`config.mk`:
```
export PLATFORM = sky130hd
export DESIGN_NAME = seg_scanner
export DESIGN_NICKNAME = d
export VERILOG_FILES = /design/src/rtl/seg_scanner.sv
export SDC_FILE = /design/constraint.sdc
export NUM_CORES = 1
export LEC_CHECK = 0
export ABC_CLOCK_PERIOD_IN_PS = 4700
export CORE_MARGIN = 2
export CORE_UTILIZATION = 45
export DETAILED_ROUTE_END_ITERATION = 10
export PLACE_DENSITY_LB_ADDON = 0.2
export SYNTH_ARGS = -nofsm -noshare
export SYNTH_HDL_FRONTEND = slang
export SYNTH_SLANG_ARGS = --single-unit
export TNS_END_PERCENT = 5
```
`constraint.sdc`:
```
create_clock -name clk -period 4.7 [get_ports clk]
set_clock_uncertainty 0.15 [all_clocks]
set_input_delay 0.47 -clock clk [delete_from_list [all_inputs] [get_ports clk]]
set_output_delay 0.47 -clock clk [all_outputs]
set_load 0.005 [all_outputs]
```
`src/rtl/seg_scanner.sv`:
```
// seg_scanner: 8-digit multiplexed seven-segment driver.
// Optional macro SEG_BCD_EN: when defined, a loaded value is converted to
// decimal (shift-add-3, one bit per cycle) before display; otherwise the
// eight hex nibbles of the loaded value are shown directly.
// an/seg are registered from the next-cycle state so they always match the
// digit index and display contents held in the same cycle.
module seg_scanner #(
    parameter int ScanDiv = 16
) (
    input  logic        clk,
    input  logic        rst,
    input  logic        ld,
    input  logic [31:0] val,
    output logic        busy,
    output logic        ovf,
    output logic [7:0]  an,
    output logic [7:0]  seg
);

    localparam logic [ScanDiv-1:0] DivOne = {{(ScanDiv-1){1'b0}}, 1'b1};

    // Active-low g..a pattern for one hex nibble.
    function automatic logic [6:0] glyph(input logic [3:0] nib);
        logic [6:0] g;
        case (nib)
            4'h0:    g = 7'h40;
            4'h1:    g = 7'h79;
            4'h2:    g = 7'h24;
            4'h3:    g = 7'h30;
            4'h4:    g = 7'h19;
            4'h5:    g = 7'h12;
            4'h6:    g = 7'h02;
            4'h7:    g = 7'h78;
            4'h8:    g = 7'h00;
            4'h9:    g = 7'h10;
            4'hA:    g = 7'h08;
            4'hB:    g = 7'h03;
            4'hC:    g = 7'h46;
            4'hD:    g = 7'h21;
            4'hE:    g = 7'h06;
            4'hF:    g = 7'h0E;
            default: g = 7'h7F;
        endcase
        return g;
    endfunction

    logic [ScanDiv-1:0] div_r;
    logic [2:0]         idx_r;
    logic [2:0]         idx_next_s;
    logic [31:0]        disp_r;
    logic [31:0]        disp_next_s;
    logic               ovf_next_s;
    logic               ld_ok_s;

`ifdef SEG_BCD_EN
    // Add 3 to every BCD digit that is 5 or more, ahead of the shift.
    function automatic logic [39:0] add3_all(input logic [39:0] b);
        logic [39:0] r;
        for (int k = 0; k < 10; k++) begin
            r[4*k +: 4] = (b[4*k +: 4] >= 4'd5) ? (b[4*k +: 4] + 4'd3) : b[4*k +: 4];
        end
        return r;
    endfunction

    logic [31:0] bin_r;
    logic [39:0] bcd_r;
    logic [4:0]  cnt_r;
    logic        busy_r;
    logic        ovf_r;
    logic [39:0] adj_s;
    logic [39:0] shl_s;
    logic        last_s;

    assign ld_ok_s = ld & ~busy_r;
    assign busy    = busy_r;
    assign ovf     = ovf_r;

    // One shift-add-3 step; the result is committed only on the last step.
    always_comb begin
        adj_s       = add3_all(bcd_r);
        shl_s       = {adj_s[38:0], bin_r[31]};
        last_s      = busy_r & (cnt_r == 5'd31);
        if (last_s) begin
            disp_next_s = shl_s[31:0];
            // A carry out of the top digit cannot happen for 32-bit input,
            // but would still mean the value did not fit.
            ovf_next_s  = (|shl_s[39:32]) | adj_s[39];
        end else begin
            disp_next_s = disp_r;
            ovf_next_s  = ovf_r;
        end
    end

    // Converter sequencing: latch on accepted ld, then 32 shift steps.
    always_ff @(posedge clk or posedge rst) begin
        if (rst) begin
            bin_r  <= 32'h0;
            bcd_r  <= 40'h0;
            cnt_r  <= 5'd0;
            busy_r <= 1'b0;
        end else if (ld_ok_s) begin
            bin_r  <= val;
            bcd_r  <= 40'h0;
            cnt_r  <= 5'd0;
            busy_r <= 1'b1;
        end else if (busy_r) begin
            bin_r  <= {bin_r[30:0], 1'b0};
            bcd_r  <= shl_s;
            cnt_r  <= cnt_r + 5'd1;
            busy_r <= (cnt_r != 5'd31);
        end else begin
            bin_r  <= bin_r;
            bcd_r  <= bcd_r;
            cnt_r  <= cnt_r;
            busy_r <= busy_r;
        end
    end

    // Overflow flag follows the committed conversion result.
    always_ff @(posedge clk or posedge rst) begin
        if (rst) begin
            ovf_r <= 1'b0;
        end else begin
            ovf_r <= ovf_next_s;
        end
    end
`else
    assign ld_ok_s = ld;
    assign busy    = 1'b0;
    assign ovf     = 1'b0;

    // Hex mode: an accepted ld loads the raw nibbles directly.
    always_comb begin
        ovf_next_s = 1'b0;
        if (ld_ok_s) begin
            disp_next_s = val;
        end else begin
            disp_next_s = disp_r;
        end
    end
`endif

    // Digit index steps when the refresh divider is about to wrap.
    always_comb begin
        if (&div_r) begin
            idx_next_s = idx_r + 3'd1;
        end else begin
            idx_next_s = idx_r;
        end
    end

    // Divider, index, display register and registered digit outputs.
    always_ff @(posedge clk or posedge rst) begin
        if (rst) begin
            div_r  <= {ScanDiv{1'b0}};
            idx_r  <= 3'd0;
            disp_r <= 32'h0;
            an     <= 8'hFE;
            seg    <= 8'hC0;
        end else begin
            div_r  <= div_r + DivOne;
            idx_r  <= idx_next_s;
            disp_r <= disp_next_s;
            an     <= ~(8'h01 << idx_next_s);
            seg    <= {~ovf_next_s, glyph(disp_next_s[{idx_next_s, 2'b00} +: 4])};
        end
    end

endmodule

```
==> impl_metrics.csv <==
group,metric,value,unit
outcome,run_status,"complete, no violations",
synthesis,synth_top_area_cell,"dfrtp_1",
timing,hold_viol,0,
floorplan,num_rows,31,
power_and_ir_drop,power.share.sequential,49.5,%
synthesis,synthTopCellsByArea,"dfrtp_1 (44%), mux2_2 (9.2%), dfstp_2 (6.4%), mux2i_1 (4.2%), mux4_2 (4.1%)",
routing,first_pass_iters,4,
synthesis,yosysSeqAreaShare,50.32,%
synthesis,yosysTopAreaCellShare,43.96,%
clock_tree,htreeDepth,3,
timing,max_freq,252.6,MHz
placed_design,port_buffers,49,
floorplan,die_area,0.008039,mm2
final_layout,fill_cells,615,
clock_tree,cts_made_buffers,9,
clock_tree,cts_num_sinks,66,
final_layout,nets,378,
timing,min_period,3.959,ns
global_routing,busiest_layer,"met2",
global_routing,grt_antenna_before_repair,0,
placed_design,place_congestion,0.9083,
global_routing,grt_use_met1,24.54,%
global_routing,grt_usage,18.11,%
worst_setup_path,crit_type,"reg -> reg",
final_layout,finish.utilization,56.57,%
global_routing,met3_usage,4.936,%
clock_tree,post-cts-setup-buffers,0,
worst_setup_path,cp.arrival,4.04,ns
power_and_ir_drop,power_density,305.4,mW/mm2
timing,rsz0062_at_grt,"false",
flow_run,max-cap-violations,0,
power_and_ir_drop,p_leak,1.740,nW
global_routing,grt_max_degree,36,
final_layout,area_delta_synth_final,22.93,%
floorplan,die_y,89.66,um
synthesis,synth-seq-cells,66,
routing,ant_nets,0,
power_and_ir_drop,power_frac_comb,14.3,%
routing,wl,6608,um
timing,holdWs,0.3152,ns
clock_tree,post_cts_resized,0,
timing,final-setup-viol-count,0,
placed_design,place_inst,423,
synthesis,synth-edff-count,0,
timing,max_slew.worst_pin.slew,0.9923,ns
timing,drv_slew,0,
synthesis,synth_cells,285,
routing,vias,2273,
placed_design,hpwlAfterDp,4723,um
global_routing,grt_util_met2,27.21,%
floorplan,io_pins,53,
clock_tree,clk_latency,0.34,ns
timing,fin_tns_setup,0,ns
synthesis,synth_common_cells,"dfrtp_1 (58), mux2_2 (27), nor2_1 (22), inv_1 (18), nand2_1 (17)",
routing,avgRoutedWirePerCell,15.05,um
routing,drc,0,
synthesis,yosys_warnings,0,
timing,slew_headroom,32.98,%
worst_setup_path,crit_path_end_kind,"flip-flop",
routing,vias_per_cell,5.178,
clock_tree,tritoncts,"done",
global_routing,grt_pass1_wl,10750,um
final_layout,antenna_cells,0,
power_and_ir_drop,vdd_drop_max,0.0001495,V
worst_setup_path,startpoint_type,"flip-flop",
clock_tree,cts.reportedPaths.clkPinSlew,0.08,ns
final_layout,drive_above_1_share,21.18,%
synthesis,ys_types,47,
floorplan,start_util,46.02,%
floorplan,core-area,0.007176,mm2
power_and_ir_drop,power,0.001240,W
floorplan,die_x,89.66,um
synthesis,yosysMostFrequentCell,"dfrtp_1",
routing,drt_iter0_markers,200,
synthesis,async_flop_share,100.0,%
worst_setup_path,required,4.78,ns
clock_tree,root_buffer,"clkbuf_8",
worst_hold_path,min_path_type,"reg -> reg",
power_and_ir_drop,internal_power,0.0009389,W
synthesis,synthFlopType,"dfrtp_1",
clock_tree,clock_path_buffers,2,
worst_setup_path,crit_path_max_fanout,14,
synthesis,synth_area,0.003302,mm2
global_routing,grt_pass1_vias,2155,
power_and_ir_drop,netSwitchingPower,0.0003008,W
final_layout,final_cells,439,
power_and_ir_drop,swShare,24.26,%
power_and_ir_drop,p_clk_share,36.1,%
timing,fin_crit_sh,84.24,%
clock_tree,hold_buffers,0,
global_routing,overflow,0,
synthesis,synth_area_per_cell,11.59,um2
[kinds of logic (layout without fill, tap and decap cells)]
group	count (synthesis)	count (layout)	synth area share [%]
AO/OA/AOI/OAI	40	40	9.170
flip-flops	66	66	50.32
XOR/XNOR	14	14	3.714
multiplexers	47	47	17.54
adder cells (fa/ha/maj)	8	8	3.032
other	2	3	0.2274
AND/OR/NAND/NOR	74	74	11.33
buffers and inverters	34	88	4.661
[through the flow]
step           area [um2]  setup WS, ns
6_report             4059        0.7408
5_1_grt              4059        0.5330
4_1_cts              4059        0.8338
3_5_place_dp         3867        0.6803
3_3_place_gp         3867        0.7271
2_1_floorplan        3306         1.449
[state kept, by name, indices dropped and copies added, names as in the netlist]
signal and flops:
disp_r 32, seg 7, div_r 16, an 8, idx_r 3
[critical path: stages (launching register included)]
cell	delay (ns)
dfrtp_1	0.60
ha_1	0.66
inv_1	0.21
nor4_1	0.50
o21ai_0	0.16
a41oi_1	0.82
nor2b_1	0.36
nor3_1	0.09
a221o_1	0.26
[layer usage]
| metal | vias up | wire, um |
|---|---|---|
| met2 | 67 | 3126 |
| li1 | 1106 | - |
| met4 | 0 | 108 |
| met5 | - | 0 |
| met1 | 1092 | 3038 |
| met3 | 8 | 334 |
[cells in the final DEF (no fill, tap or decap), types with 3 or more instances in the layout]
cell type | netlist | layout
or2_2 | 4 | 4
xor2_1 | 5 | 5
xnor2_1 | 9 | 9
clkdlybuf4s50_1 | 0 | 49
o21ai_0 | 9 | 9
mux2_2 | 27 | 27
buf_4 | 3 | 4
clkbuf_8 | 0 | 12
a31oi_1 | 4 | 4
ha_1 | 8 | 8
conb_1 | 2 | 3
a211oi_1 | 6 | 6
a21oi_1 | 5 | 5
nand4_1 | 4 | 4
clkinvlp_4 | 0 | 3
dfrtp_1 | 58 | 58
nand2_1 | 17 | 17
nor2_1 | 22 | 22
mux4_2 | 6 | 6
inv_1 | 18 | 17
nand3_1 | 7 | 7
mux2i_1 | 14 | 14
dfstp_2 | 8 | 8
nor3_1 | 6 | 6
[power groups by stage]
stage,logic [W],clock network (W),registers (W)
after floorplan,0.000105,0,0.000625
after global placement,0.000176,0,0.000624
after detailed placement,0.000178,0,0.000625
after CTS,0.000179,0.000465,0.000615
after global routing,0.000197,0.000491,0.000618
final,0.000178,0.000448,0.000614
[worst paths after layout]
check	start	endpoint	slack, ns	depth (start not counted)
max reg2reg	idx_r[1]	seg[0]	0.74	8
min	div_r[12]	div_r[12]	0.32	1
max	idx_r[1]	seg[0]	0.74	8
max in group asynchronous	rst	disp_r[0]	3.11	3
min in group asynchronous	rst	an[0]	0.40	2
min reg2reg	div_r[12]	div_r[12]	0.32	1
[area by class of cell]
cell class                 count  area (um2)  area share (%)
multi-input combinational    186        1490           36.71
timing repair buffer          53       520.5           12.82
tap                           99       123.9           3.052
sequential                    66        1662           40.94
clock inverter                 3       22.52          0.5549
inverter                      19       71.32           1.757
clock buffer                  13       168.9           4.162
Power figures use the tool's default switching activity.
==> edit 1: new RTL, same settings <==
Set the parameter `ScanDiv` to 32 (it was 16).
--- a/src/rtl/seg_scanner.sv
+++ b/src/rtl/seg_scanner.sv
@@ -5,7 +5,7 @@
 // an/seg are registered from the next-cycle state so they always match the
 // digit index and display contents held in the same cycle.
 module seg_scanner #(
-    parameter int ScanDiv = 16
+    parameter int ScanDiv = 32
 ) (
     input  logic        clk,
     input  logic        rst,
Check against the original RTL: same outputs for any inputs over 10 cycles, from zero or initial values and one cycle with rst high; that may be too few to reach the edited logic, so the function may still have changed.
==> edit 1 against the original RTL <==
  * Worst setup slack gained 0.096 ns
  * Sequential cell count increased by 16
  * Sequential share of layout area up 1.4 points
  * Sequential power rose by 22%
  * Power grew 18%
  * Wire length grew 18%
  * First-iteration DRC count is 65% lower
  * Area after synthesis up 25%
  * Cell area increased by 20%
  * Final cell count up 18%
  * Critical path type unchanged
==> edit 1: results (changes against the original RTL) <==
Pwr
  – PD cells: 300 mW/mm^2 (-1.7%)
  – Clock network fraction of total power: 0.360 (about the same)
  – Clk pwr: 0.527 mW (+18%)
  – Peak VDD IR: 0.148 mV (-1.0%)
  – Sw Ratio: 0.226 (-0.0171)
  – Leakage Power: 2.08 nW (+20%)

Layout
  – Layout buffering overhead excluding clock cells: 0.105 (-0.0230)
  – Top Registers: disp_r x32, div_r x32, an x8
  – Area of the multi-input gates: 0.00191 mm^2 (+28%)
  – Clock-cell share: 0.0426 (-0.00456)
  – Layout Cells excl Fill: 520 (+18%)
  – CLK BUF: 14 (+1)
  – Non-clk invs: 13 (-6)
  – Fillers: 784 (+27%)

Detailed routing
  – WL met2: 3.68 mm (+18%)
  – Post-DR wirelength/cell: 14.9 um (-0.73%)
  – Wire length on met1: 3.67 mm (+21%)
  – Via/cell ratio: 5.36 (+3.4%)

Hold path
  – Min-Delay Endpoint: div_r[25]

Setup path
  – Crit-path max FO: 12 (-2)
  – Arrival time at the worst endpoint: 3.96 ns (-0.08 ns)
  – Critical Path Slowest Stage Cell: a32oi_1
  – R2r setup slk: 0.84 ns (+0.10 ns)
  – Reg2Reg Depth: 11 (+3)

Outcome
  – Status: completed

Place
  – Place WS: 0.853 ns (+0.172 ns)
  – RD Place Congestion: 0.824 (-9.3%)
  – Placed cell area: 0.00467 mm^2 (+21%)

STA
  – Hold WS: 0.313 ns (-0.00233 ns)
  – Rel. slew slack: 0.342 (+0.0127)

GRT
  – Vias in the first global route: 2773 (+29%)
  – First-pass GRT wire length: 13.2 mm (+22%)
  – Met1 Track Usage GR: 0.219 (-0.0266)
  – Pin count of the biggest net entering global routing: 50 (+39%)

Logic synthesis
  – Synth top cells by count: dfrtp_1, mux2_2, mux2i_1, nand2_1, xnor2_1
  – Post-synth cell types: 54 (+15%)
  – Post-synthesis xor/xnor area fraction: 0.0718 (+0.0346)
  – Adder-Cell Fraction of Synth Area: 0.0242 (-0.00609)
  – Sequential share of the synthesized area: 0.499 (-0.00413)

Die
  – Die area: 0.00996 mm^2 (+24%)
==> edit 1: cell count changes in the layout (fill, tap and decap cells not counted), moves of 7 or more <==
cell and change:
nand3_1 +13, mux2i_1 +11, dfrtp_1 +16, inv_1 -8, mux2_2 +7, xnor2_1 +15
nand2_1 +8
==> edit 1: critical path, delay by kind of cell (launching register included) <==
family,cells,cell delay (ns)
compound gates,2,0.66
fa+ha+maj,2,0.54
buf+inv,2,0.45
flops,1,0.41
xor+xnor,1,0.22
simple gates,4,1.34
==> edit 1: worst max-delay path by stage <==
stage          endpoint  depth (start not counted)  slack (ns)      from
2_1_floorplan    seg[0]                         13        1.30  div_r[0]
3_3_place_gp     seg[0]                         12        0.98  div_r[0]
3_5_place_dp     seg[0]                         11        0.85  div_r[0]
4_1_cts          seg[0]                         11        0.85  div_r[0]
5_1_grt          seg[5]                         12        0.53  div_r[0]
6_report         seg[0]                         11        0.84  div_r[0]
==> edit 2: new RTL, same settings <==
Without the edit above. The output `an` loses its register stage (`an` becomes a continuous assignment). Comments in the files are not updated.
--- a/src/rtl/seg_scanner.sv
+++ b/src/rtl/seg_scanner.sv
@@ -155,16 +155,16 @@
             div_r  <= {ScanDiv{1'b0}};
             idx_r  <= 3'd0;
             disp_r <= 32'h0;
-            an     <= 8'hFE;
             seg    <= 8'hC0;
         end else begin
             div_r  <= div_r + DivOne;
             idx_r  <= idx_next_s;
             disp_r <= disp_next_s;
-            an     <= ~(8'h01 << idx_next_s);
             seg    <= {~ovf_next_s, glyph(disp_next_s[{idx_next_s, 2'b00} +: 4])};
         end
     end
 
+    assign an = ~(8'h01 << idx_next_s);
+
 endmodule
 
Check against the original RTL: no difference found for any inputs over 10 cycles, from zero or initial values and one cycle with rst high; that may be too few to reach the edited logic, so the function may still have changed.
==> edit 2 against the original RTL <==
  * Area after synthesis shrank 6.3%
  * Worst setup slack gained 0.29 ns
  * Power is essentially flat
  * Cell area shrank 4.9%
  * Fmax grew 7.8%
  * Wire length shrank 0.39%
  * Sequential cell count shrank 8
  * Sequential power shrank 11%
  * Global-route usage grew 1.0 points
  * Worst hold slack is essentially flat
==> edit 2: results (changes against the original RTL) <==
Place
  – RD Place Congestion: 0.808 (-11%)
  – Detailed Place HPWL: 4.64 mm (-1.8%)
  – Placed cell area: 0.00364 mm^2 (-5.8%)
  – Number of port buffers: 49 (unchanged)

Detailed routing
  – DR pass1 iterations: 4 (unchanged)
  – # DRC: 0 (unchanged)
  – Via/cell ratio: 5.44 (+5.1%)
  – Post-route ant nets: 0 (unchanged)
  – Post-Route WL: 6.58 mm (-0.39%)
  – Drt first-iter violations: 106 (-47%)

Clock tree
  – Resized cells post-CTS: 0 (unchanged)
  – Postcts setup bufs: 0 (unchanged)
  – H-tree Lvls: 3 (unchanged)
  – Clock latency on the worst-skew pair: 0.34 ns (about the same)
  – CTS Root Cell: clkbuf_8
  – Clock transition at path regs: roughly 0.07 ns
  – CTS Buffer Depth: 2 (unchanged)
  – Num CTS Buffers: 9 (unchanged)

GRT
  – First-pass GRT wire length: 11.0 mm (+2.8%)
  – Initial antenna violation count: 0 (unchanged)
  – Vias in the first global route: 2239 (+3.9%)
  – GRT Total Usage: 0.191 (+0.0103)
  – Pin count of the biggest net entering global routing: 59 (+64%)

STA
  – Worst-Margin Slew: 0.738 ns (-0.254 ns)

Logic synthesis
  – Synth top cells by count: dfrtp_1, mux2_2, nor2_1, inv_1, nand2_1
  – Sequential share of the synthesized area: 0.470 (-0.0336)
  – Asr flop ratio synth: 1.00 (unchanged)
  – Yosys Warn Count: 0 (unchanged)
  – Post-synth cell types: 47 (unchanged)
  – Synth area leaders: dfrtp_1, mux2_2, mux2i_1

Setup path
  – Crit-path max FO: 14 (unchanged)
  – Critical Path Slowest Stage Cell: ha_1
  – Crit path capture: an[7]
  – R2r setup slk: 1.18 ns (+0.44 ns)
  – Reg2reg end: seg[0]
  – Arrival time at the worst endpoint: 3.05 ns (-0.99 ns)
  – Reg2Reg Depth: 11 (+3)
  – Critical path class: reg2out
  – FF-to-FF Start: idx_r[1]
  – Slowest Stage Delay on Critical Path: 0.65 ns (-0.17 ns)

Pwr
  – Peak VDD IR: 0.206 mV (+38%)
  – Leakage Power: 1.68 nW (-3.5%)

Layout
  – Final net count: 371 (-1.9%)
  – N_diodes: 0 (unchanged)
  – Top Registers: disp_r x32, div_r x16, seg x7
  – Share of layout cells above drive strength 1: 0.198 (-0.0136)

Hold path
  – Worst Hold Class: reg2reg
  – Hold path depth: 1 (unchanged)

Outcome
  – Status: completed
## edit 2: logic make-up (layout without fill, tap and decap cells)
kind of cell	count (synthesis)	count (layout)	synth area share
flip-flops	58	58	0.470
other	2	3	0.00243
buffers and inverters	34	89	0.0498
AND/OR/NAND/NOR	74	74	0.121
AO/OA/AOI/OAI	40	40	0.0979
multiplexers	47	47	0.187
XOR/XNOR	14	14	0.0396
adder cells (fa/ha/maj)	8	8	0.0324
## edit 2: layout make-up
class / count / area [um^2]
Sequential cell: 58 / 1450
Inverter: 19 / 71.3
Timing Repair Buffer: 54 / 528
Fill cell: 580 / 2860
Multi-Input combinational cell: 186 / 1490
Clock buffer: 11 / 141
Tap cell: 80 / 100
Clock inverter: 5 / 77.6
## edit 2: metal layers
metal | wire length, um | GRT usage | part of all wire | vias up
met5 | 0 | 0 | 0 | -
met4 | 144 | 0.0923 | 0.022 | 0
met3 | 308 | 0.0351 | 0.047 | 15
met2 | 2950 | 0.278 | 0.45 | 67
met1 | 3180 | 0.276 | 0.48 | 1082
li1 | - | - | - | 1083
## edit 2: how the worst min path moves through the flow
stage | startpoint | end | slack (ns)
4_1_cts | div_r[12] | div_r[12] | 0.32
2_1_floorplan | div_r[12] | div_r[12] | 0.29
3_3_place_gp | div_r[12] | div_r[12] | 0.31
5_1_grt | div_r[12] | div_r[12] | 0.34
6_report | div_r[12] | div_r[12] | 0.32
3_5_place_dp | div_r[12] | div_r[12] | 0.31
## edit 2: worst max-delay path: cells and delay by family (launching register included)
kind / cells / cell delay [ns]
adder cells (fa/ha/maj): 1 / 0.65
buffers and inverters: 2 / 0.68
AND/OR/NAND/NOR: 3 / 0.81
flip-flops: 1 / 0.58
## edit 2: stage by stage
step / instances / hold slack [ns] / utilization / power, mW / setup slack (ns)
6_report: 413 / 0.316 / 0.575 / 1.24 / 1.03
3_3_place_gp: 397 / 0.309 / 0.542 / 0.729 / 0.904
4_1_cts: 413 / 0.319 / 0.575 / 1.25 / 1.02
2_1_floorplan: 278 / 0.289 / - / 0.659 / 1.45
3_5_place_dp: 397 / 0.306 / 0.542 / 0.734 / 0.809
5_1_grt: 413 / 0.344 / 0.575 / 1.29 / 0.794
## edit 2: report_power, final
part	internal (mW)	switching (mW)	total [mW]
registers	0.537	0.00880	0.546
clock network	0.311	0.206	0.517
logic	0.0992	0.0781	0.177
total	0.947	0.293	1.24
